### config.mk
export PLATFORM = sky130hd
export DESIGN_NAME = dmem_arbiter
export DESIGN_NICKNAME = d
export VERILOG_FILES = /design/src/rtl/dmem_arbiter.sv
export SDC_FILE = /design/constraint.sdc
export NUM_CORES = 1
export LEC_CHECK = 0
export ABC_AREA = 1
export BUFFER_PORTS_ARGS = -buffer_cell sky130_fd_sc_hd__buf_2
export CORE_MARGIN = 8
export CORE_UTILIZATION = 30
export DETAILED_ROUTE_END_ITERATION = 10
export GPL_TIMING_DRIVEN = 0
export PLACE_DENSITY_LB_ADDON = 0.08
export SYNTH_ARGS = -nofsm -noshare
export SYNTH_HDL_FRONTEND = slang
export SYNTH_SLANG_ARGS = --single-unit
### constraint.sdc
create_clock -name clk -period 1.7 [get_ports clk]
set_input_delay 0.34 -clock clk [delete_from_list [all_inputs] [get_ports clk]]
set_output_delay 0.34 -clock clk [all_outputs]
set_load 0.02 [all_outputs]
### src/rtl/dmem_arbiter.sv
// Two-port arbiter (core LSU / host loader) for the single data-memory port, IDLE->ACCESS->RESP.
// Define DMEM_ARB_RR_EN for round-robin arbitration; otherwise fixed core priority with a host starvation guard.
module dmem_arbiter #(
  parameter int DEPTH    = 256,
  parameter int MAX_WAIT = 4
) (
  input  logic        clk,
  input  logic        rst,
  input  logic        core_req,
  input  logic        core_we,
  input  logic [31:0] core_addr,
  input  logic [31:0] core_wdata,
  output logic        core_gnt,
  output logic        core_rvalid,
  output logic [31:0] core_rdata,
  output logic        core_err,
  input  logic        host_req,
  input  logic        host_we,
  input  logic [31:0] host_addr,
  input  logic [31:0] host_wdata,
  output logic        host_gnt,
  output logic        host_rvalid,
  output logic [31:0] host_rdata,
  output logic        host_err,
  output logic        mem_wr_en,
  output logic        mem_rd_en,
  output logic [31:0] mem_addr,
  output logic [31:0] mem_wdata,
  input  logic [31:0] mem_rdata
);

  typedef enum logic [1:0] {IDLE, ACCESS, RESP} state_t;

  state_t      state, next;
  logic        owner;   // 0 = core, 1 = host
  logic        l_we;
  logic [31:0] l_addr, l_wdata;
  logic [31:0] rsp_data;
  logic        rsp_err;
  logic        host_win, legal;

`ifdef DMEM_ARB_RR_EN
  logic rr_ptr;         // preferred port when both request
  assign host_win = host_req && (!core_req || rr_ptr);
`else
  localparam int CW = $clog2(MAX_WAIT + 1);
  logic [CW-1:0] wait_cnt;
  assign host_win = host_req && (!core_req || (wait_cnt == CW'(MAX_WAIT)));
`endif

  assign legal = (l_addr[1:0] == 2'b00) && (l_addr <= 32'(DEPTH - 4));

  always_ff @(posedge clk or negedge rst) begin
    if (!rst) begin
      state    <= IDLE;
      owner    <= 1'b0;
      l_we     <= 1'b0;
      l_addr   <= '0;
      l_wdata  <= '0;
      rsp_data <= '0;
      rsp_err  <= 1'b0;
`ifdef DMEM_ARB_RR_EN
      rr_ptr   <= 1'b0;
`else
      wait_cnt <= '0;
`endif
    end else begin
      state <= next;
      if (state == IDLE) begin
        if (core_req || host_req) begin
          owner   <= host_win;
          l_we    <= host_win ? host_we    : core_we;
          l_addr  <= host_win ? host_addr  : core_addr;
          l_wdata <= host_win ? host_wdata : core_wdata;
`ifdef DMEM_ARB_RR_EN
          rr_ptr  <= ~host_win;
`endif
        end
`ifndef DMEM_ARB_RR_EN
        // counts lost contested cycles; the host can only lose when the core also requests
        if (!host_req || host_win) wait_cnt <= '0;
        else                       wait_cnt <= wait_cnt + 1'b1;
`endif
      end
      if (state == ACCESS) begin
        rsp_data <= (legal && !l_we) ? mem_rdata : 32'h0;
        rsp_err  <= !legal;
      end
    end
  end

  always_comb begin
    next        = state;
    core_gnt    = 1'b0;
    host_gnt    = 1'b0;
    core_rvalid = 1'b0;
    host_rvalid = 1'b0;
    core_rdata  = '0;
    host_rdata  = '0;
    core_err    = 1'b0;
    host_err    = 1'b0;
    mem_wr_en   = 1'b0;
    mem_rd_en   = 1'b0;
    mem_addr    = '0;
    mem_wdata   = '0;
    case (state)
      IDLE: if (core_req || host_req) begin
        // gated by rst so the grant is silent while reset is held
        core_gnt = rst && !host_win;
        host_gnt = rst && host_win;
        next     = ACCESS;
      end
      ACCESS: begin
        if (legal) begin
          mem_addr  = l_addr;
          mem_wr_en = l_we;
          mem_rd_en = !l_we;
          mem_wdata = l_we ? l_wdata : 32'h0;
        end
        next = RESP;
      end
      RESP: begin
        if (owner) begin
          host_rvalid = 1'b1;
          host_rdata  = rsp_data;
          host_err    = rsp_err;
        end else begin
          core_rvalid = 1'b1;
          core_rdata  = rsp_data;
          core_err    = rsp_err;
        end
        next = IDLE;
      end
      default: next = IDLE;
    endcase
  end

endmodule

=== After elaboration in Yosys (flattened, before gate mapping) ===
Cells that the tools add are included.

* Bits of input ports: 166
* Bits in writable memories: 0
* Output and inout port bits: 136
* ROM bits: 0
* Flip-flop bits (word level): 104
* Memories: 0
* Word-level logic and storage cells: 62
* Bits in latches: 0

* Add/subtract/negate cells: 1
* $lt $le $gt $ge: 1
* Shift-type cells: 0
* Multiply operators: 0
* Div/mod/pow operators: 0
* Mux-type cells: 32
* Bitwise logic cells: 0
* Eq/ne operators: 4
* Reduce and logical (&&, ||, !) cells: 16

{| class="wikitable"
|+ Operators by type and width
! operator !! number
|-
| 2-to-1 mux 32 bit || 12
|-
| <= comparator 32 x 8 -> 1 bit, second input constant || 1
|-
| 2-to-1 mux 1 bit || 17
|-
| logical AND 1 bit || 5
|-
| zero test 1 bit || 5
|-
| zero test 2 bit || 2
|-
| case mux 2 bit (2 select lines) || 1
|-
| adder 3 x 1 -> 3 bit, second input constant || 1
|-
| == test 3 bit, second input constant || 1
|-
| logical OR 1 bit || 3
|-
| 2-to-1 mux 3 bit || 1
|-
| == test 2 x 1 -> 1 bit, second input constant || 1
|-
| == test 2 bit, second input constant || 1
|-
| 2-to-1 mux 2 bit || 1
|-
| != test 2 x 1 -> 1 bit, second input constant || 1
|-
| AND reduction 2 bit || 1
|}

=== Depth between registers and ports, before layout ===
Gate-level depths: netlist of the first run.

* Depth after elaboration: 7
* Mapped depth: 10
* Depth with buffers taken out: 8

=== Worst setup path before layout of the first run ===
Ideal clock, no wire load.

* Path kind: register -> output
* Start: register wait_cnt[0]
* End: output port core_gnt
* Buffers on the path: 2
* Setup slack: -388 ps
* Cell stages (with the launch flop): 10
* Arrival: 1748 ps
* Data required time: 1360 ps
* Cell sequence: dfrtp_1 > inv_1 > ha_1 > nand2_1 > nand2_1 > nand2_1 > inv_1 > buf_2 > buf_2 > nor4_1

* Longest elaborated chain between the ends: 7

{| class="wikitable"
|+ Ends and longest elaborated chain
! item !! RTL line !! source
|-
| from (decl) || 47 || <nowiki>logic [CW-1:0] wait_cnt;</nowiki>
|-
| from (signal assigned) || 82 || <nowiki>else wait_cnt <= wait_cnt + 1'b1;</nowiki>
|-
| == test 3 bit || 48 || <nowiki>assign host_win = host_req && (!core_req || (wait_cnt == CW'(MAX_WAIT)));</nowiki>
|-
| logical OR 1 bit || 48 ||
|-
| logical AND 1 bit || 48 ||
|-
| zero test 1 bit || 109 || <nowiki>core_gnt = rst && !host_win;</nowiki>
|-
| logical AND 1 bit || 109 ||
|-
| 2-to-1 mux 1 bit || 107 || <nowiki>IDLE: if (core_req || host_req) begin</nowiki>
|-
| 2-to-1 mux 1 bit || 106 || <nowiki>case (state)</nowiki>
|-
| to (decl) || 13 || <nowiki>output logic core_gnt,</nowiki>
|}

No other way between the ends.

=== Final worst setup path of the first run ===
* Start: register l_addr[20]
* End: output port mem_wdata[30]

* Longest elaborated chain between the ends: 4

{| class="wikitable"
|+ Ends and longest elaborated chain
! item !! RTL line !! source
|-
| from (decl) || 37 || <nowiki>logic [31:0] l_addr, l_wdata;</nowiki>
|-
| from (signal assigned) || 73 || <nowiki>l_addr <= host_win ? host_addr : core_addr;</nowiki>
|-
| <= comparator 32 x 8 -> 1 bit || 51 || <nowiki>assign legal = (l_addr[1:0] == 2'b00) && (l_addr <= 32'(DEPTH - 4));</nowiki>
|-
| logical AND 1 bit || 51 ||
|-
| 2-to-1 mux 32 bit || 114 || <nowiki>if (legal) begin</nowiki>
|-
| 2-to-1 mux 32 bit || 106 ||
|-
| to (decl) || 28 || <nowiki>output logic [31:0] mem_wdata,</nowiki>
|}

No other way between the ends.

==> results.sh, run 1 <==
export IMPL_status="finished, violations left"
export IMPL_violations="negative hold slack, negative setup slack"
export IMPL_area_growth_pct=84.51
export IMPL_postSynthAreaPerCell_um2=7.409
export IMPL_finalMaxSlewViolations=0
export IMPL_clk_latency_ns=0.35
export IMPL_synth_seq_area_share_pct=47.53
export IMPL_r2r_end="l_wdata[7]"
export IMPL_setup_tns_ns=-43.35
export IMPL_hold_viol_final=49
export IMPL_wirelength_um=22260
export IMPL_cts_buffer_depth=2
export IMPL_die_w_um=151.1
export IMPL_async_flop_share_pct=100.0
export IMPL_vias_per_cell=4.559
export IMPL_port_buffers=275
export IMPL_grt_max_degree=56
export IMPL_synth_top_area_share_pct=47.53
export IMPL_r2r_cells=11
export IMPL_r2r_slack_ns=-0.05
export IMPL_drive_above_1_share_pct=49.82
export IMPL_synth_common_cells="nor2_1 (190), nand2_1 (132), dfrtp_1 (104), inv_1 (82), o21ai_0 (42)"
export IMPL_swShare_pct=37.83
export IMPL_hp_class="input port to async pin"
export IMPL_synth_warnings=0
export IMPL_p_leak_uw=0.004750
export IMPL_die_area_um2=22830
export IMPL_worst_slew_pin_slew_ns=0.5299
export IMPL_slowest_delay_ns=0.38
export IMPL_dpl_worst_slack_ns=-0.4879
export IMPL_rsz0062_at_grt="true"
export IMPL_power_frac_comb_pct=47.8
export IMPL_cts_tree="done"
export IMPL_ios=302
export IMPL_htreeDepth=3
export IMPL_critPathKind="register to output port"
export IMPL_synth_area_leaders="dfrtp_1 (48%), nor2_1 (13%), nand2_1 (9.0%)"
export IMPL_synth_seq_cells=104
export IMPL_antenna_found_initial=5
export IMPL_cts_buffers=9
export IMPL_synth_cell_area_um2=5475
export IMPL_intPower_uw=6915
export IMPL_worstPathMaxFanout=10
export IMPL_critPathCaptureType="output port"
export IMPL_ir_drop_mv=0.8489
export IMPL_p_clk_share_pct=19.4
export IMPL_ys_flop_type="dfrtp_1"
export IMPL_period_share_pct=133.5
export IMPL_first_pass_iters=5
export IMPL_crit_path_top_delay_cell="dfrtp_1"
export IMPL_synth_top_cell_by_area="dfrtp_1"
export IMPL_core_um2=17960
export IMPL_grt_overflow=0
export IMPL_fillCellCount=1654
export IMPL_setup_violations=132
export IMPL_nets=1271
export IMPL_clock_sinks=104
export IMPL_seq_power_share_pct=32.8
export IMPL_start_util_pct=30.48
export IMPL_route_vias_total=6109
export IMPL_max_freq_mhz=440.6
export IMPL_cp_required_ns=1.36
export IMPL_routedWlPerCell_um=16.61
export IMPL_setup_slack_ns=-0.5697
export IMPL_dp_final_hpwl_um=15720
export IMPL_slew_headroom_pct=64.67
export IMPL_die_h_um=151.1
export IMPL_fin_crit_ns=2.270
export IMPL_ant_nets=0
export IMPL_cap_violations=0
export IMPL_drcViolationCount=0
export IMPL_path_cells="nor2_1, nand2_1, nor2_1, nand2_2, nor2_4, nand3_4, buf_12, nor2_4, buf_2"
export IMPL_cp_start_kind="register"
export IMPL_ys_types=25
export IMPL_rows=49
export IMPL_drt_initial_drc_count=199
export IMPL_clkSlewWorstSetupHoldPaths_ns=0.07
export IMPL_synth_edf_count=0
export IMPL_r2r_start="state[0]"
export IMPL_grt_pass1_vias=6230
export IMPL_crit_arrival_ns=1.93
export IMPL_gp_congestion=0.7572
export IMPL_clockRootBuffer="clkbuf_16"
export IMPL_power_uw=11120
export IMPL_switchingPower_uw=4208
export IMPL_syn_inst=739
export IMPL_grt_pass1_wl_um=33010
export IMPL_hold_slack_ns=-0.05975
export IMPL_finClkSkew_ns=0.009444
export IMPL_cellPowerDensity_nw_per_um2=1101
export IMPL_grt_total_usage_pct=18.43
export IMPL_yosysMostFrequentCell="nor2_1"
flip-flops by register name, summed over array words and instances, names as in the netlist:
name,cells
state,2
rsp_data,32
l_wdata,32
l_addr,32
rsp_err,1
owner,1
l_we,1
wait_cnt,3
metal layers:
layer / up-vias / share of wire [%] / global-route usage (%)
met5: - / 0.18 / 0
met4: 6 / 1.4 / 5.591
met3: 28 / 7.9 / 5.229
met2: 218 / 50 / 30.87
met1: 2839 / 40 / 22.55
li1: 3018 / - / -
cells by family after synthesis:
kind of cell               count (synthesis)  synth area share, %
and+or+nand+nor                          366                26.92
buffers and inverters                    157                13.46
AOI/OAI and AO/OA                        108                11.40
DFF                                      104                47.53
adders and majority gates                  2               0.4570
xor gates and xnor gates                   1               0.1600
other                                      1              0.06849
worst max-delay path, delay by kind of cell, from the launching register on:
family | cells | cell delay [ns]
and+or+nand+nor | 7 | 0.81
DFF | 1 | 0.38
buffers and inverters | 2 | 0.37
layout make-up:
type	instances	area [µm²]	area share [%]
antenna	3	7.507	0.07431
buffer	70	732.0	7.245
clock buffer	12	246.5	2.440
clock inverter	4	53.80	0.5326
inverter	85	331.6	3.282
multi-input combinational	503	3088	30.57
sequential	104	2603	25.76
tap	229	286.5	2.836
timing repair buffer	330	2754	27.26
power by group through the flow:
| stage | Sequential (µW) | Combinational [µW] | Clock (µW) |
|---|---|---|---|
| 2_1_floorplan | 3630 | 2590 | 0 |
| 3_3_place_gp | 3690 | 3520 | 0 |
| 3_5_place_dp | 3710 | 3550 | 0 |
| 4_1_cts | 3660 | 4400 | 2220 |
| 5_1_grt | 3760 | 5800 | 2310 |
| 6_report | 3650 | 5320 | 2150 |
metrics by stage:
step	cells	cell area [µm²]	util (%)
after global placement	1268	7807	43.46
final	1340	10100	56.24
after detailed placement	1269	7841	43.65
after floorplan	764	6145	-
after CTS	1310	9284	51.68
after global routing	1339	10100	56.22
timing repair:
action | 4_1_cts | 5_1_grt
endpoints found under the setup margin | 165 | 205
setup buffers | 22 | 22
pin swaps | 9 | 14
cloned | 4 | 8
gates resized for setup | 272 | 195
endpoints found under the hold margin | 49 | 39
cell usage in the layout (no fill, tap or decap), types with 5 or more instances in the layout:
cell type  instances
buf_12            17
inv_2              7
conb_1            26
nor2_2            16
inv_1             75
a31oi_1           27
o21ai_1           18
dfrtp_1          104
buf_6            116
clkbuf_1           5
clkbuf_16         15
buf_8             11
buf_4             70
nor2_4           104
nor2_1            75
o21ai_0           23
buf_2            171
o22ai_1           38
nand2_1          126
nand3_1           34
worst max-delay path by stage:
stage / startpoint / end
after floorplan: state[1] / mem_rd_en
after global placement: rst / core_gnt
after detailed placement: l_addr[20] / mem_wdata[10]
after CTS: l_addr[31] / mem_wdata[30]
after global routing: l_addr[0] / mem_wdata[30]
final: l_addr[20] / mem_wdata[30]
Note: power is estimated with default switching activity, not from simulation.
==> run 2: changes to the inputs <==
--- a/config.mk
+++ b/config.mk
@@ -7,6 +7,8 @@
 export LEC_CHECK = 0
 export ABC_AREA = 1
 export BUFFER_PORTS_ARGS = -buffer_cell sky130_fd_sc_hd__buf_2
+export CELL_PAD_IN_SITES_DETAIL_PLACEMENT = 0
+export CELL_PAD_IN_SITES_GLOBAL_PLACEMENT = 1
 export CORE_MARGIN = 8
 export CORE_UTILIZATION = 30
 export DETAILED_ROUTE_END_ITERATION = 10
==> run 2 against run 1 <==
Effect of this change:
- the flow finishes with violations (negative setup slack)
- via count is 1.2% lower
- sequential power about the same
- final cell count down 0.22%
- cell area is 1.0% higher
- first-iteration DRC count increased by 26%
- maximum frequency rose by 0.92%
- clock-buffer cell count is the same
- worst hold slack gained 0.099 ns
- largest power group unchanged
- highest routed layer unchanged
==> results.sh, run 2 (synthesis results as in run 1) <==
export IMPL_status="finished, violations left"
export IMPL_violations="negative setup slack"
export IMPL_cp_start_kind="register"
export IMPL_start_util_pct=30.48
export IMPL_critPathCaptureType="output port"
export IMPL_power_frac_comb_pct=45.6
export IMPL_final_common_cell="buf_2"
export IMPL_setup_slack_ns=-0.5489
export IMPL_dp_final_hpwl_um=15610
export IMPL_path_delay_family="simple AND/OR/NAND/NOR gates"
export IMPL_layoutNonFillerInstCount=1337
export IMPL_route_vias_total=6033
export IMPL_vias_per_cell=4.512
export IMPL_fin_crit_ns=2.249
export IMPL_nets=1269
export IMPL_clkSlewWorstSetupHoldPaths_ns=0.08
export IMPL_period_share_pct=132.3
export IMPL_antenna_found_initial=5
export IMPL_setup_tns_ns=-42.69
export IMPL_cap_violations=0
export IMPL_fin_util_pct=56.82
export IMPL_area_growth_pct=86.40
export IMPL_final_cell_mix="buf_2 (165), buf_6 (132), nand2_1 (126), nor2_4 (112), dfrtp_1 (102)"
export IMPL_grt_pass1_vias=6244
export IMPL_drive_above_1_share_pct=51.27
export IMPL_worstPathMaxFanout=8
export IMPL_swShare_pct=38.32
export IMPL_path_cells="nor2_1, nand2_1, nor2_2, nand2_2, nor2_4, nand3_4, buf_12, clkbuf_16, nor2_4, buf_6"
export IMPL_ir_drop_mv=0.8401
export IMPL_clockRootBuffer="clkbuf_16"
export IMPL_slowest_delay_ns=0.38
export IMPL_intPower_uw=6632
export IMPL_seq_power_share_pct=34.0
export IMPL_setup_violations=109
export IMPL_clock_sinks=104
export IMPL_hp_class="input port to async pin"
export IMPL_cts_buffers=9
export IMPL_wirelength_um=22350
export IMPL_grt_overflow=0
export IMPL_critPathKind="register to output port"
export IMPL_grt_max_degree=37
export IMPL_dpl_cell_count=1269
export IMPL_cp_required_ns=1.36
export IMPL_fillCellCount=1666
export IMPL_hold_viol_final=0
export IMPL_finClkSkew_ns=0.008762
export IMPL_die_w_um=151.1
export IMPL_first_pass_iters=4
export IMPL_power_uw=10750
export IMPL_finalMaxSlewViolations=0
export IMPL_cts_buffer_depth=2
export IMPL_crit_arrival_ns=1.91
export IMPL_cts_tree="done"
export IMPL_gp_congestion=0.7831
export IMPL_grt_total_usage_pct=18.86
export IMPL_ant_nets=0
export IMPL_drt_initial_drc_count=251
export IMPL_htreeDepth=3
export IMPL_drcViolationCount=0
export IMPL_max_freq_mhz=444.7
export IMPL_routedWlPerCell_um=16.72
export IMPL_port_buffers=275
export IMPL_reg_largest_list="l_addr x32, l_wdata x32, rsp_data x32"
export IMPL_die_area_um2=22830
export IMPL_crit_path_top_delay_cell="dfrtp_1"
export IMPL_critPathBufInv=3
export IMPL_switchingPower_uw=4120
export IMPL_p_clk_share_pct=20.4
export IMPL_crit_top_cell="nor2_4"
export IMPL_die_h_um=151.1
export IMPL_clk_latency_ns=0.35
export IMPL_dpl_worst_slack_ns=-0.4945
export IMPL_rows=49
export IMPL_ios=302
export IMPL_cellPowerDensity_nw_per_um2=1054
export IMPL_grt_pass1_wl_um=33710
export IMPL_rsz0062_at_grt="true"
export IMPL_core_um2=17960
export IMPL_p_leak_uw=0.004754
==> run 2: cell count changes in the layout (fill, tap and decap cells not counted), moves of 7 or more <==
cell	change
buf_4	-11
buf_6	+16
nor2_1	-15
nor2_2	+7
nor2_4	+8
o21ai_0	+17
o21ai_1	-16
==> run 2: final timing paths <==
path,from,cells past startpoint,slack (ns),end
min in group clk,mem_rdata[11],3,0.21,rsp_data[11]
max in group asynchronous,rst,2,1.40,state[0]
setup / recovery,l_addr[24],10,-0.55,mem_wdata[4]
hold reg to reg,rsp_data[7],2,0.48,rsp_data[7]
hold / removal,rst,3,0.04,rsp_data[25]
setup reg to reg,wait_cnt[0],11,0.07,l_wdata[18]
==> run 2: worst reg2reg max path, delay by kind of cell, from the launching register on <==
kind                       cells  cell delay (ns)
buffers and inverters          5             0.62
DFF                            1             0.39
and+or+nand+nor                4             0.29
adders and majority gates      1             0.13
AOI/OAI and AO/OA              1             0.09
==> run 2: cell type report <==
| type | instances | area, µm² | area share (%) |
|---|---|---|---|
| multi-input cells | 503 | 3157 | 30.93 |
| repair buffers | 331 | 2841 | 27.84 |
| flip-flops and latches | 104 | 2605 | 25.52 |
| plain buffers | 67 | 668.1 | 6.547 |
| inverters | 85 | 334.1 | 3.273 |
| well taps | 229 | 286.5 | 2.807 |
| clock buffers | 12 | 256.5 | 2.513 |
| clock inverters | 4 | 52.55 | 0.5149 |
| diodes | 2 | 5.005 | 0.04904 |
==> run 2: power by group through the flow <==
stage | clock, µW | combinational, µW | sequential [µW]
3_3_place_gp | 0 | 3510 | 3680
2_1_floorplan | 0 | 2590 | 3630
6_report | 2190 | 4900 | 3660
4_1_cts | 2250 | 4460 | 3660
5_1_grt | 2360 | 5380 | 3760
3_5_place_dp | 0 | 3540 | 3700
==> run 2: timing repair <==
action	4_1_cts	5_1_grt
setup endpoints to repair	163	205
setup buffers	23	27
gates resized for setup	276	219
pin swaps	7	25
hold buffers	3	0
endpoints found under the hold margin	36	0
gates cloned	7	3
==> run 2: metal layers <==
layer,share of wire [%],track usage [%]
met4,1.6,5.789
met1,40,22.50
met2,52,32.59
met5,0.14,0
met3,7.0,4.900
==> run 2: stage by stage <==
stage / hold WS, ns / instance area [µm²]
after detailed placement: 0.2659 / 7841
after floorplan: 0.04441 / 6145
final: 0.03901 / 10210
after global placement: 0.4631 / 7807
after global routing: 0.05040 / 10210
after CTS: 0.04723 / 9487
==> run 3: changes to the inputs <==
--- a/config.mk
+++ b/config.mk
@@ -5,7 +5,6 @@
 export SDC_FILE = /design/constraint.sdc
 export NUM_CORES = 1
 export LEC_CHECK = 0
-export ABC_AREA = 1
 export BUFFER_PORTS_ARGS = -buffer_cell sky130_fd_sc_hd__buf_2
 export CELL_PAD_IN_SITES_DETAIL_PLACEMENT = 0
 export CELL_PAD_IN_SITES_GLOBAL_PLACEMENT = 1
@@ -14,6 +13,7 @@
 export DETAILED_ROUTE_END_ITERATION = 10
 export GPL_TIMING_DRIVEN = 0
 export PLACE_DENSITY_LB_ADDON = 0.08
+export REMOVE_ABC_BUFFERS = 1
 export SYNTH_ARGS = -nofsm -noshare
 export SYNTH_HDL_FRONTEND = slang
 export SYNTH_SLANG_ARGS = --single-unit
==> run 3 against run 2 <==
Effect of this change:
- the flow finishes with violations (negative hold slack, negative setup slack)
- area after synthesis grew 18%
- sequential share of layout area shrank 1.8 points
- critical path depth shrank 3
- worst setup slack lost 0.12 ns
- via count grew 18%
- clock skew grew 0.0030 ns
- first-iteration DRC count grew 77%
- highest routed layer unchanged
==> results.sh, run 3 <==
export IMPL_synth_seq_area_share_pct=40.12
export IMPL_critPathCaptureType="output port"
export IMPL_setup_tns_ns=-69.99
export IMPL_finalMaxSlewViolations=0
export IMPL_area_growth_pct=69.55
export IMPL_grt_pass1_wl_um=47270
export IMPL_hold_slack_ns=-0.06905
export IMPL_dp_final_hpwl_um=16430
export IMPL_layoutNonFillerInstCount=1341
export IMPL_die_area_um2=26590
export IMPL_synth_area_leaders="dfrtp_1 (40%), o41ai_2 (7.3%), o211ai_1 (6.7%)"
export IMPL_dpl_worst_slack_ns=-1.210
export IMPL_syn_inst=752
export IMPL_placed_cell_area_um2=8110
export IMPL_synth_common_cells="dfrtp_1 (104), and2_1 (66), clkbuf_1 (66), nand3_1 (66), nand4_1 (66)"
export IMPL_route_vias_total=7092
export IMPL_critPathKind="register to output port"
export IMPL_max_freq_mhz=422.9
export IMPL_ios=302
export IMPL_antenna_found_initial=3
export IMPL_r2r_end="rsp_data[28]"
export IMPL_hp_class="input port to async pin"
export IMPL_die_h_um=163.1
export IMPL_die_w_um=163.1
export IMPL_ys_types=39
export IMPL_synth_edf_count=0
export IMPL_routedWlPerCell_um=23.70
export IMPL_status="finished, violations left"
export IMPL_gp_congestion=0.6970
export IMPL_synth_warnings=0
export IMPL_cts_buffer_depth=2
export IMPL_postSynthAreaPerCell_um2=8.627
export IMPL_drive_above_1_share_pct=51.75
export IMPL_clkSlewWorstSetupHoldPaths_ns=0.08
export IMPL_setup_slack_ns=-0.6645
export IMPL_slew_headroom_pct=47.05
export IMPL_r2r_slack_ns=-0.28
export IMPL_p_leak_uw=0.005253
export IMPL_yosysMostFrequentCell="dfrtp_1"
export IMPL_fin_crit_ns=2.365
export IMPL_nets=1222
export IMPL_final_common_cell="buf_2"
export IMPL_port_buffers=275
export IMPL_vias_per_cell=5.289
export IMPL_core_um2=21550
export IMPL_crit_arrival_ns=2.02
export IMPL_wirelength_um=31780
export IMPL_cap_violations=0
export IMPL_synth_top_cell_by_area="dfrtp_1"
export IMPL_worstPathMaxFanout=8
export IMPL_cellPowerDensity_nw_per_um2=1239
export IMPL_grt_overflow=0
export IMPL_grt_pass1_vias=7505
export IMPL_ant_nets=0
export IMPL_ys_flop_type="dfrtp_1"
export IMPL_dpl_cell_count=1231
export IMPL_worst_slew_pin_slew_ns=0.7934
export IMPL_cp_required_ns=1.36
export IMPL_htreeDepth=3
export IMPL_finClkSkew_ns=0.01173
export IMPL_reg_largest_list="l_addr x32, l_wdata x32, rsp_data x32"
export IMPL_grt_max_degree=73
export IMPL_drcViolationCount=0
export IMPL_grt_total_usage_pct=23.33
export IMPL_cp_start_kind="register"
export IMPL_start_util_pct=30.10
export IMPL_r2r_cells=7
export IMPL_first_pass_iters=4
export IMPL_final_cell_mix="buf_2 (163), buf_6 (109), dfrtp_1 (100), nand4_1 (66), nand2_1 (65)"
export IMPL_setup_violations=211
export IMPL_cts_tree="done"
export IMPL_ir_drop_mv=0.5750
export IMPL_async_flop_share_pct=100.0
export IMPL_synth_cell_area_um2=6487
export IMPL_fin_area_um2=11000
export IMPL_r2r_start="state[1]"
export IMPL_hold_viol_final=49
export IMPL_rows=54
export IMPL_drt_initial_drc_count=444
export IMPL_synth_top_area_share_pct=40.12
export IMPL_clk_latency_ns=0.35
export IMPL_critical_path_startpoint="state[1]"
export IMPL_synth_seq_cells=104
export IMPL_clock_sinks=104
export IMPL_clockRootBuffer="clkbuf_16"
export IMPL_period_share_pct=139.1
export IMPL_rsz0062_at_grt="true"
export IMPL_cts_buffers=9
export IMPL_violations="negative hold slack, negative setup slack"
==> run 3: cell type report <==
cell class	instances	area, µm²
fill	2071	10550
multi-input combinational	532	4192
timing repair buffer	364	3359
sequential	104	2610
tap	280	350.3
clock buffer	10	239.0
inverter	43	161.4
clock inverter	6	82.58
antenna	2	5.005
==> run 3: cell families (layout without fill, tap and decap cells) <==
| logic type | count (synthesis) | count (layout) | share of synthesized area, % |
|---|---|---|---|
| AO/OA/AOI/OAI | 163 | 165 | 20.69 |
| flip-flops | 104 | 104 | 40.12 |
| buffers and inverters | 157 | 423 | 11.17 |
| other | 1 | 28 | 0.05780 |
| adder cells (fa/ha/maj) | 2 | 2 | 0.3857 |
| multiplexers | 1 | 1 | 0.1736 |
| AND/OR/NAND/NOR | 324 | 338 | 27.41 |
==> run 3: worst max-delay path by stage <==
stage                        end  slack (ns)  cells after the start
detailed placement  mem_wdata[3]       -1.21                      5
floorplan               host_gnt       -3.79                      2
global route         mem_addr[7]       -0.76                      7
finish               mem_addr[7]       -0.66                      7
CTS                  mem_addr[7]       -0.65                      7
global placement        host_gnt       -6.31                      3
==> run 3: critical path, stage by stage (launching register included) <==
cell and delay, ns:
dfrtp_2 0.43, nor4b_4 0.26, buf_4 0.18, nand4_4 0.09, buf_12 0.18, buf_12 0.16, nor3_4 0.20, buf_6 0.15
==> run 3: power breakdown <==
part           switching (µW)  internal [µW]
registers                 712           3300
clock network             994           1330
logic                    3890           3410
==> run 3: timing repair <==
item	in CTS	in global routing
resized for setup	364	47
buffers inserted	60	5
endpoints found under the setup margin	214	210
pin swaps	88	33
cloned	30	0
hold endpoints to repair	49	41
==> run 3: metrics by stage <==
| stage | hold slack [ns] | util, % | power [µW] |
|---|---|---|---|
| after floorplan | 0.04441 | - | 5727 |
| after global placement | 0.4690 | 35.93 | 6324 |
| after detailed placement | 0.3215 | 37.63 | 8080 |
| after CTS | -0.05566 | 49.73 | 13510 |
| after global routing | -0.03767 | 51.02 | 14410 |
| final | -0.06905 | 51.03 | 13630 |
==> run 3: metal layers <==
metal,share of wire (%),track usage (%),vias to the layer above,wire (µm)
li1,-,-,3319,-
met1,42,29.69,3463,13340
met2,49,39.55,264,15640
met3,6.8,4.637,42,2165
met4,1.9,6.380,4,605
met5,0.072,0,-,23
